`src/rtl/add_seq_pkg.sv`:
```
// Shared types and helpers for the multi-precision add/subtract sequencer.
// Latency: none (declarations only).
// Backpressure: not applicable.
package add_seq_pkg;

  // A counter over a single word still needs one bit to exist.
  localparam int unsigned CNT_W_MIN = 1;

  typedef enum logic [1:0] {
    IDLE,
    RUN,
    DONE
  } state_t;

`ifdef ADD_SEQ_REGIN_EN
  // Each word takes two RUN cycles: load the adder-input registers, then capture the sum.
  typedef enum logic {
    DRIVE,
    SAMPLE
  } phase_t;
`endif

  // Bit offset of word idx inside a packed multi-word operand.
  function automatic int unsigned word_lsb(input int unsigned idx, input int unsigned width);
    return idx * width;
  endfunction

  // Word counter width, never narrower than CNT_W_MIN.
  function automatic int unsigned cnt_width(input int unsigned words);
    return (words > 1) ? $clog2(words) : CNT_W_MIN;
  endfunction

endpackage

```
`src/rtl/add_seq_ctrl.sv`:
```
// Multi-precision add/subtract sequencer: one shared WIDTH-bit adder, LS word first, carry held between words.
// Latency: rsp_valid rises WORDS+1 edges counting the accept edge (2*WORDS+1 with ADD_SEQ_REGIN_EN: registered adder inputs).
// Backpressure: rsp_ready low parks the block in DONE with results stable and req_ready low.
module add_seq_ctrl
  import add_seq_pkg::*;
#(
  parameter int unsigned WIDTH = 32,
  parameter int unsigned WORDS = 4
) (
  input  logic                     clk,
  input  logic                     rst_n,
  input  logic                     req_valid,
  output logic                     req_ready,
  input  logic [WIDTH*WORDS-1:0]   req_a,
  input  logic [WIDTH*WORDS-1:0]   req_b,
  input  logic                     req_sub,
  output logic                     rsp_valid,
  input  logic                     rsp_ready,
  output logic [WIDTH*WORDS-1:0]   rsp_sum,
  output logic                     rsp_cout,
  output logic                     rsp_ovf,
  output logic [WIDTH-1:0]         add_a,
  output logic [WIDTH-1:0]         add_b,
  output logic                     add_cin,
  input  logic [WIDTH-1:0]         add_sum,
  input  logic                     add_cout
);

  localparam int unsigned   CW   = cnt_width(WORDS);
  localparam logic [CW-1:0] LAST = CW'(WORDS - 1);

  state_t           state_q, state_d;
  logic [CW-1:0]    cnt_q;
  logic             carry_q, cout_q, ovf_q;
  logic [WIDTH-1:0] in_a  [WORDS];
  logic [WIDTH-1:0] in_b  [WORDS];
  logic [WIDTH-1:0] a_q   [WORDS];
  logic [WIDTH-1:0] b_q   [WORDS];
  logic [WIDTH-1:0] sum_q [WORDS];
  logic [WIDTH-1:0] cur_a, cur_b;
  logic             accept, run, step, last;

  assign req_ready = (state_q == IDLE);
  assign rsp_valid = (state_q == DONE);
  assign accept    = req_valid && (state_q == IDLE);
  assign run       = (state_q == RUN);
  assign last      = (cnt_q == LAST);
  assign rsp_cout  = cout_q;
  assign rsp_ovf   = ovf_q;

  for (genvar g = 0; g < WORDS; g++) begin : g_word
    assign in_a[g] = req_a[word_lsb(g, WIDTH) +: WIDTH];
    assign in_b[g] = req_b[word_lsb(g, WIDTH) +: WIDTH];
    assign rsp_sum[word_lsb(g, WIDTH) +: WIDTH] = sum_q[g];
  end

  // Select the operand words the counter currently points at.
  always_comb begin
    cur_a = '0;
    cur_b = '0;
    for (int i = 0; i < WORDS; i++) begin
      if (cnt_q == CW'(i)) begin
        cur_a = a_q[i];
        cur_b = b_q[i];
      end
    end
  end

`ifdef ADD_SEQ_REGIN_EN
  phase_t           phase_q;
  logic [WIDTH-1:0] add_a_q, add_b_q;
  logic             add_cin_q;

  assign step    = run && (phase_q == SAMPLE);
  assign add_a   = add_a_q;
  assign add_b   = add_b_q;
  assign add_cin = add_cin_q;

  // Alternate DRIVE/SAMPLE inside RUN; adder inputs return to zero once the last word is sampled.
  always_ff @(posedge clk or negedge rst_n) begin
    if (!rst_n) begin
      phase_q   <= DRIVE;
      add_a_q   <= '0;
      add_b_q   <= '0;
      add_cin_q <= 1'b0;
    end else if (run) begin
      if (phase_q == DRIVE) begin
        phase_q   <= SAMPLE;
        add_a_q   <= cur_a;
        add_b_q   <= cur_b;
        add_cin_q <= carry_q;
      end else begin
        phase_q <= DRIVE;
        if (last) begin
          add_a_q   <= '0;
          add_b_q   <= '0;
          add_cin_q <= 1'b0;
        end
      end
    end
  end
`else
  // Adder inputs are live only in RUN so the shared adder stays quiet otherwise.
  assign step    = run;
  assign add_a   = run ? cur_a : '0;
  assign add_b   = run ? cur_b : '0;
  assign add_cin = run & carry_q;
`endif

  // State register.
  always_ff @(posedge clk or negedge rst_n) begin
    if (!rst_n) state_q <= IDLE;
    else        state_q <= state_d;
  end

  // Next state: accept in IDLE, leave RUN after the last word, wait for the consumer in DONE.
  always_comb begin
    state_d = state_q;
    case (state_q)
      IDLE:    if (req_valid) state_d = RUN;
      RUN:     if (step && last) state_d = DONE;
      DONE:    if (rsp_ready) state_d = IDLE;
      default: state_d = IDLE;
    endcase
  end

  // Word counter, inter-word carry and final flags; subtract starts with carry=1 (two's complement).
  always_ff @(posedge clk or negedge rst_n) begin
    if (!rst_n) begin
      cnt_q   <= '0;
      carry_q <= 1'b0;
      cout_q  <= 1'b0;
      ovf_q   <= 1'b0;
    end else if (accept) begin
      cnt_q   <= '0;
      carry_q <= req_sub;
    end else if (step) begin
      carry_q <= add_cout;
      if (last) begin
        cout_q <= add_cout;
        ovf_q  <= (a_q[WORDS-1][WIDTH-1] == b_q[WORDS-1][WIDTH-1]) &&
                  (add_sum[WIDTH-1] != a_q[WORDS-1][WIDTH-1]);
      end else begin
        cnt_q <= cnt_q + CW'(1);
      end
    end
  end

  // Latch operands on accept (B pre-inverted for subtract); capture each word's sum as it is produced.
  always_ff @(posedge clk or negedge rst_n) begin
    if (!rst_n) begin
      for (int i = 0; i < WORDS; i++) begin
        a_q[i]   <= '0;
        b_q[i]   <= '0;
        sum_q[i] <= '0;
      end
    end else begin
      for (int i = 0; i < WORDS; i++) begin
        if (accept) begin
          a_q[i] <= in_a[i];
          b_q[i] <= in_b[i] ^ {WIDTH{req_sub}};
        end
        if (step && (cnt_q == CW'(i))) sum_q[i] <= add_sum;
      end
    end
  end

endmodule

```
`config.mk`:
```
export PLATFORM = sky130hd
export DESIGN_NAME = add_seq_ctrl
export DESIGN_NICKNAME = d
export VERILOG_FILES = /design/src/rtl/add_seq_pkg.sv /design/src/rtl/add_seq_ctrl.sv
export SDC_FILE = /design/constraint.sdc
export NUM_CORES = 1
export LEC_CHECK = 0
export BUFFER_PORTS_ARGS = -buffer_cell sky130_fd_sc_hd__clkbuf_2
export CORE_AREA = 2 2 191 193
export CTS_BUF_LIST = sky130_fd_sc_hd__clkbuf_8 sky130_fd_sc_hd__clkbuf_16
export CTS_CLUSTER_SIZE = 30
export DETAILED_ROUTE_END_ITERATION = 6
export DIE_AREA = 0 0 193 195
export PLACE_DENSITY_LB_ADDON = 0.25
export SLEW_MARGIN = 20
export SYNTH_ARGS = -nofsm -noshare
export SYNTH_HDL_FRONTEND = slang
export SYNTH_SLANG_ARGS = --single-unit
```
`constraint.sdc`:
```
create_clock -name clk -period 1.9 [get_ports clk]
set_input_delay 0.19 -clock clk [delete_from_list [all_inputs] [get_ports clk]]
set_output_delay 0.19 -clock clk [all_outputs]
set_load 0.01 [all_outputs]
```
* Word-level counts from Yosys, hierarchy flattened *
Index checks and enable logic that the tools add are counted.

operators by class
  muxes and demuxes = 19
  eq/ne operators = 11
  reduce and logical (&&, ||, !) cells = 12
  $add $sub $neg = 1
  bitwise gates (word level) = 6

operator list
  kind                                                             count
  32-bit two-way mux                                               10
  32-bit bitwise XOR                                               4
  2-bit two-way mux                                                6
  2-bit == test, second input constant                             3
  1-bit logical AND                                                6
  2-bit one-hot mux with 3 select lines                            1
  3-bit AND reduction                                              2
  2-bit by 1-bit == test with 1-bit output, second input constant  2
  2-bit logical NOT                                                2
  2-bit by 1-bit != test with 1-bit output, second input constant  2
  2-bit != test, second input constant                             2
  2-bit by 1-bit adder with 2-bit output, second input constant    1
  1-bit two-way mux                                                2
  2-bit AND reduction                                              1
  2-bit nonzero test                                               1
  1-bit bitwise AND                                                1
  1-bit == test                                                    1
  1-bit != test                                                    1
  1-bit inverter                                                   1

storage, ports and cells
  flip-flop bits (word level) = 391
  logic and storage cells = 66

* Longest topological paths before layout *
  depth in word-level cells = 6
  gate-level depth with buffers = 7

* Worst setup path after synthesis *
OpenSTA, ideal clock, no wires.

  path type = register -> output
  from = register cnt_q[0]
  to = output port add_a[10]
  slack = 0.087 ns
  data arrival time = 1.623 ns
  stages on the path, launching flop included = 8
  path through = dfrtp_1 inv_1 ha_1 nor2b_1 buf_2 clkbuf_1 a221oi_1 o21ai_0

between the ends
  cells in the longest elaborated chain, start to end = 6
  elaborated cells between the ends (all ways) = 9

RTL lines
  what                              RTL line             RTL
  from (decl)                       add_seq_ctrl.sv:33   logic [CW-1:0] cnt_q;
  from (signal assigned)            add_seq_ctrl.sv:144  cnt_q <= cnt_q + CW'(1);
  2-bit logical NOT                 add_seq_ctrl.sv:62   if (cnt_q == CW'(i)) begin
  32-bit two-way mux (3 in series)  add_seq_ctrl.sv:62
  32-bit two-way mux *              add_seq_ctrl.sv:62
  32-bit two-way mux *              add_seq_ctrl.sv:105  assign add_a = run ? cur_a : '0;
  to (decl)                         add_seq_ctrl.sv:22   output logic [WIDTH-1:0] add_a,

Every way passes the cells marked *; elsewhere a longest branch is shown, timed or not.

* Worst setup path after layout *
  from = register cnt_q[1]
  to = output port add_b[9]

between the ends
  cells in the longest elaborated chain, start to end = 6
  elaborated cells between the ends (all ways) = 9

RTL lines
  what                              RTL line             RTL
  2-bit logical NOT                 add_seq_ctrl.sv:62
  32-bit two-way mux (3 in series)  add_seq_ctrl.sv:62
  32-bit two-way mux *              add_seq_ctrl.sv:62
  32-bit two-way mux *              add_seq_ctrl.sv:106  assign add_b = run ? cur_b : '0;
  to (decl)                         add_seq_ctrl.sv:23   output logic [WIDTH-1:0] add_b,

Marks and branches as above.

==> reports/results.ini <==
[synth]
synthArstFlopShare_pct=100
ys_warn_count=0
synth_flop_cell=dfrtp_1
syn_area_mm2=0.0173
synth_area_per_cell_um2=12.0
yosys.area_share.simple_pct=4.89
synthAdderAreaFrac_pct=0.290
synth_top_family_by_area=multiplexers
ys_seq_elements=391
synthXorXnorAreaFrac_pct=6.55
ys_seq_area_share_pct=56.7
synth_edf_count=0
synth.distinct_cells=24
synth_nets=1738
synthMuxAreaShare_pct=16.9
syn-instance-count=1440
synth_compound_area_share_pct=10.9

[timing]
fmax_mhz=387
worst_slack_ps=-687
slew_headroom_pct=65.7
setup_viol=154
fin_skew_ps=27.2
grt_setup_unrepaired=true
period_needed_ps=2590
finalHoldViolCount=0
drv_slew=0
tightestPinTransition_ps=514
fin_setup_tns_ps=-44640
period_share_pct=136

[clocking]
cts_buffers=43
clock_latency_ps=580
cts_root_buf=clkbuf_16
cts.clk_slew.worst_paths_ps=60
htree_levels=2
cts_buffer_depth=3
clock_sinks=391
cts_tree=yes

[hold_path]
hold_path_class=input port to async pin

[grt]
grt_max_degree=73
grt_pass1_vias=16671
grt_antenna_before_repair=7
overflow=0
grtUsageTotal_pct=32.3
grt_pass1_wl_um=93100

[setup_path]
end_kind=output port
cp.buffers_inverters=4
required_ps=1710
crit_arrival_ps=2400
r2r-start=cnt_q[0]$_DFFE_PN0P_
worstSetupPathType=flip-flop to output port
startpoint_type=flip-flop
crit_family=buffers and inverters
crit_path_cell_trace=inv_2, ha_2, nor2b_4, buf_12, clkbuf_16, a221oi_2, o21ai_1, clkbuf_2
crit_slowest_cell=dfrtp_2
cpPeakStageDelay_ps=420
crit_fanout=11
reg2reg_slack_ps=-150
r2r_cells=8
r2r-end=rsp_sum[105]$_DFFE_PN0P_

[job]
max_cap_violations=0

[floorplanning]
start_util_pct=48.8
design.core.area_mm2=0.0354
dieArea_mm2=0.0376
fp.dieH_um=195
rows=69
die_w_um=193
ios=491

[pwr]
powerDensity_mw_per_mm2=1840
p_leak_nw=12.1
vdd_drop_max_uv=1160

[final_layout]
final_net_count=2592
fillCellCount=1947
mostFrequentLayoutCell=clkbuf_2
area_delta_synth_final_pct=58.2
drive_gt1_share_pct=47.0
multi_input_area_mm2=0.00780
seqCellArea_mm2=0.00979
layout_common_cells=clkbuf_2, dfrtp_1, dlygate4sd3_1

[routing]
viasPerCell=5.74
drt_iter0_markers=1141
ant_nets=0
wl_per_cell_um=24.6
post-route-drc-count=2
vias=16074
routed_wl_um=68700
firstDrtPassIters=7

[place]
post-place-ws_ps=-165
io_buffers=490
place.detailed.hpwl_um=36300
routabilityCongestion=0.863

[run_status]
status=finished with violations
violations=design-rule violations, negative setup slack

==> power by group <==
group,total [mW],leakage (nW),switching (mW),internal [mW]
Sequential,15.8,4.50,3.21,12.6
Clock,8.84,0.769,3.59,5.25
Combinational,25.6,6.87,12.9,12.7
==> stage by stage <==
stage	std cells	total power, mW	cell area (um2)	hold slack (ps)	utilization [%]
3_3_place_gp	2372	33.1	20900	122	59.1
5_1_grt	2796	52.5	27300	136	77.1
4_1_cts	2756	44.6	25800	111	72.8
3_5_place_dp	2372	33.7	20900	128	59.1
2_1_floorplan	1440	25.4	17300	-106	-
6_report	2798	50.3	27300	119	77.2
==> layer usage <==
| layer | part of all wire [%] | GRT usage [%] |
|---|---|---|
| met5 | 0 | 0 |
| met4 | 7.0 | 19.5 |
| met3 | 7.6 | 7.75 |
| met2 | 49 | 53.6 |
| met1 | 36 | 37.8 |
==> cell usage after synthesis (3+ instances only) <==
cell type  instances  area share (%)
and3b_1            3            0.15
buf_6              9            0.59
ha_1               4            0.29
buf_4             24             1.0
nor2b_1            3            0.11
o21ai_1           15            0.43
buf_2             48             1.4
xnor2_1          129             6.5
clkbuf_1          30            0.65
buf_1              3           0.065
dfrtp_1          391              57
nand2_1           67             1.5
a21oi_1          131             3.8
a221oi_1          64             3.2
inv_1              4           0.087
o21ai_0          115             3.3
mux2_2           257              17
nor2_1           135             2.9
==> flip-flops by register name, summed over array words and instances (netlist names) <==
register,flops
b_q,128
carry_q,1
rsp_cout,1
a_q,128
cnt_q,2
state_q,2
rsp_ovf,1
rsp_sum,128
==> cell families (layout without fill, tap and decap cells) <==
logic type,count (synthesis),in the layout
mux,259,259
other cells,0,10
simple gates,212,213
fa+ha+maj,4,4
buf+inv,119,1005
flops,391,391
compound gates,326,326
xor+xnor,129,129
==> worst max-delay path by stage <==
| stage | startpoint | endpoint | slack [ps] | cells after the start |
|---|---|---|---|---|
| 6_report | cnt_q[1]$_DFFE_PN0P_ | add_b[9] | -690 | 8 |
| 5_1_grt | cnt_q[1]$_DFFE_PN0P_ | add_b[9] | -730 | 8 |
| 4_1_cts | cnt_q[1]$_DFFE_PN0P_ | add_a[25] | -610 | 7 |
| 3_5_place_dp | cnt_q[1]$_DFFE_PN0P_ | add_a[17] | -160 | 7 |
| 3_3_place_gp | cnt_q[1]$_DFFE_PN0P_ | add_a[17] | -160 | 7 |
| 2_1_floorplan | cnt_q[0]$_DFFE_PN0P_ | add_a[10] | 90 | 7 |
==> what timing repair did <==
item,4_1_cts,5_1_grt
buffers inserted,10,12
endpoints found under the hold margin,656,0
gates cloned,4,22
resized for setup,116,254
endpoints found under the setup margin,94,185
pin swaps,15,73
hold buffers,292,0
==> final cells by class <==
type	instances	area share, %
clock buffers	53	4.48
multi-input cells	931	28.6
well taps	461	2.11
clock inverters	25	0.967
diodes	10	0.0916
repair buffers	922	27.9
flip-flops and latches	391	35.8
inverters	5	0.0870
Power figures use the tool's default switching activity.
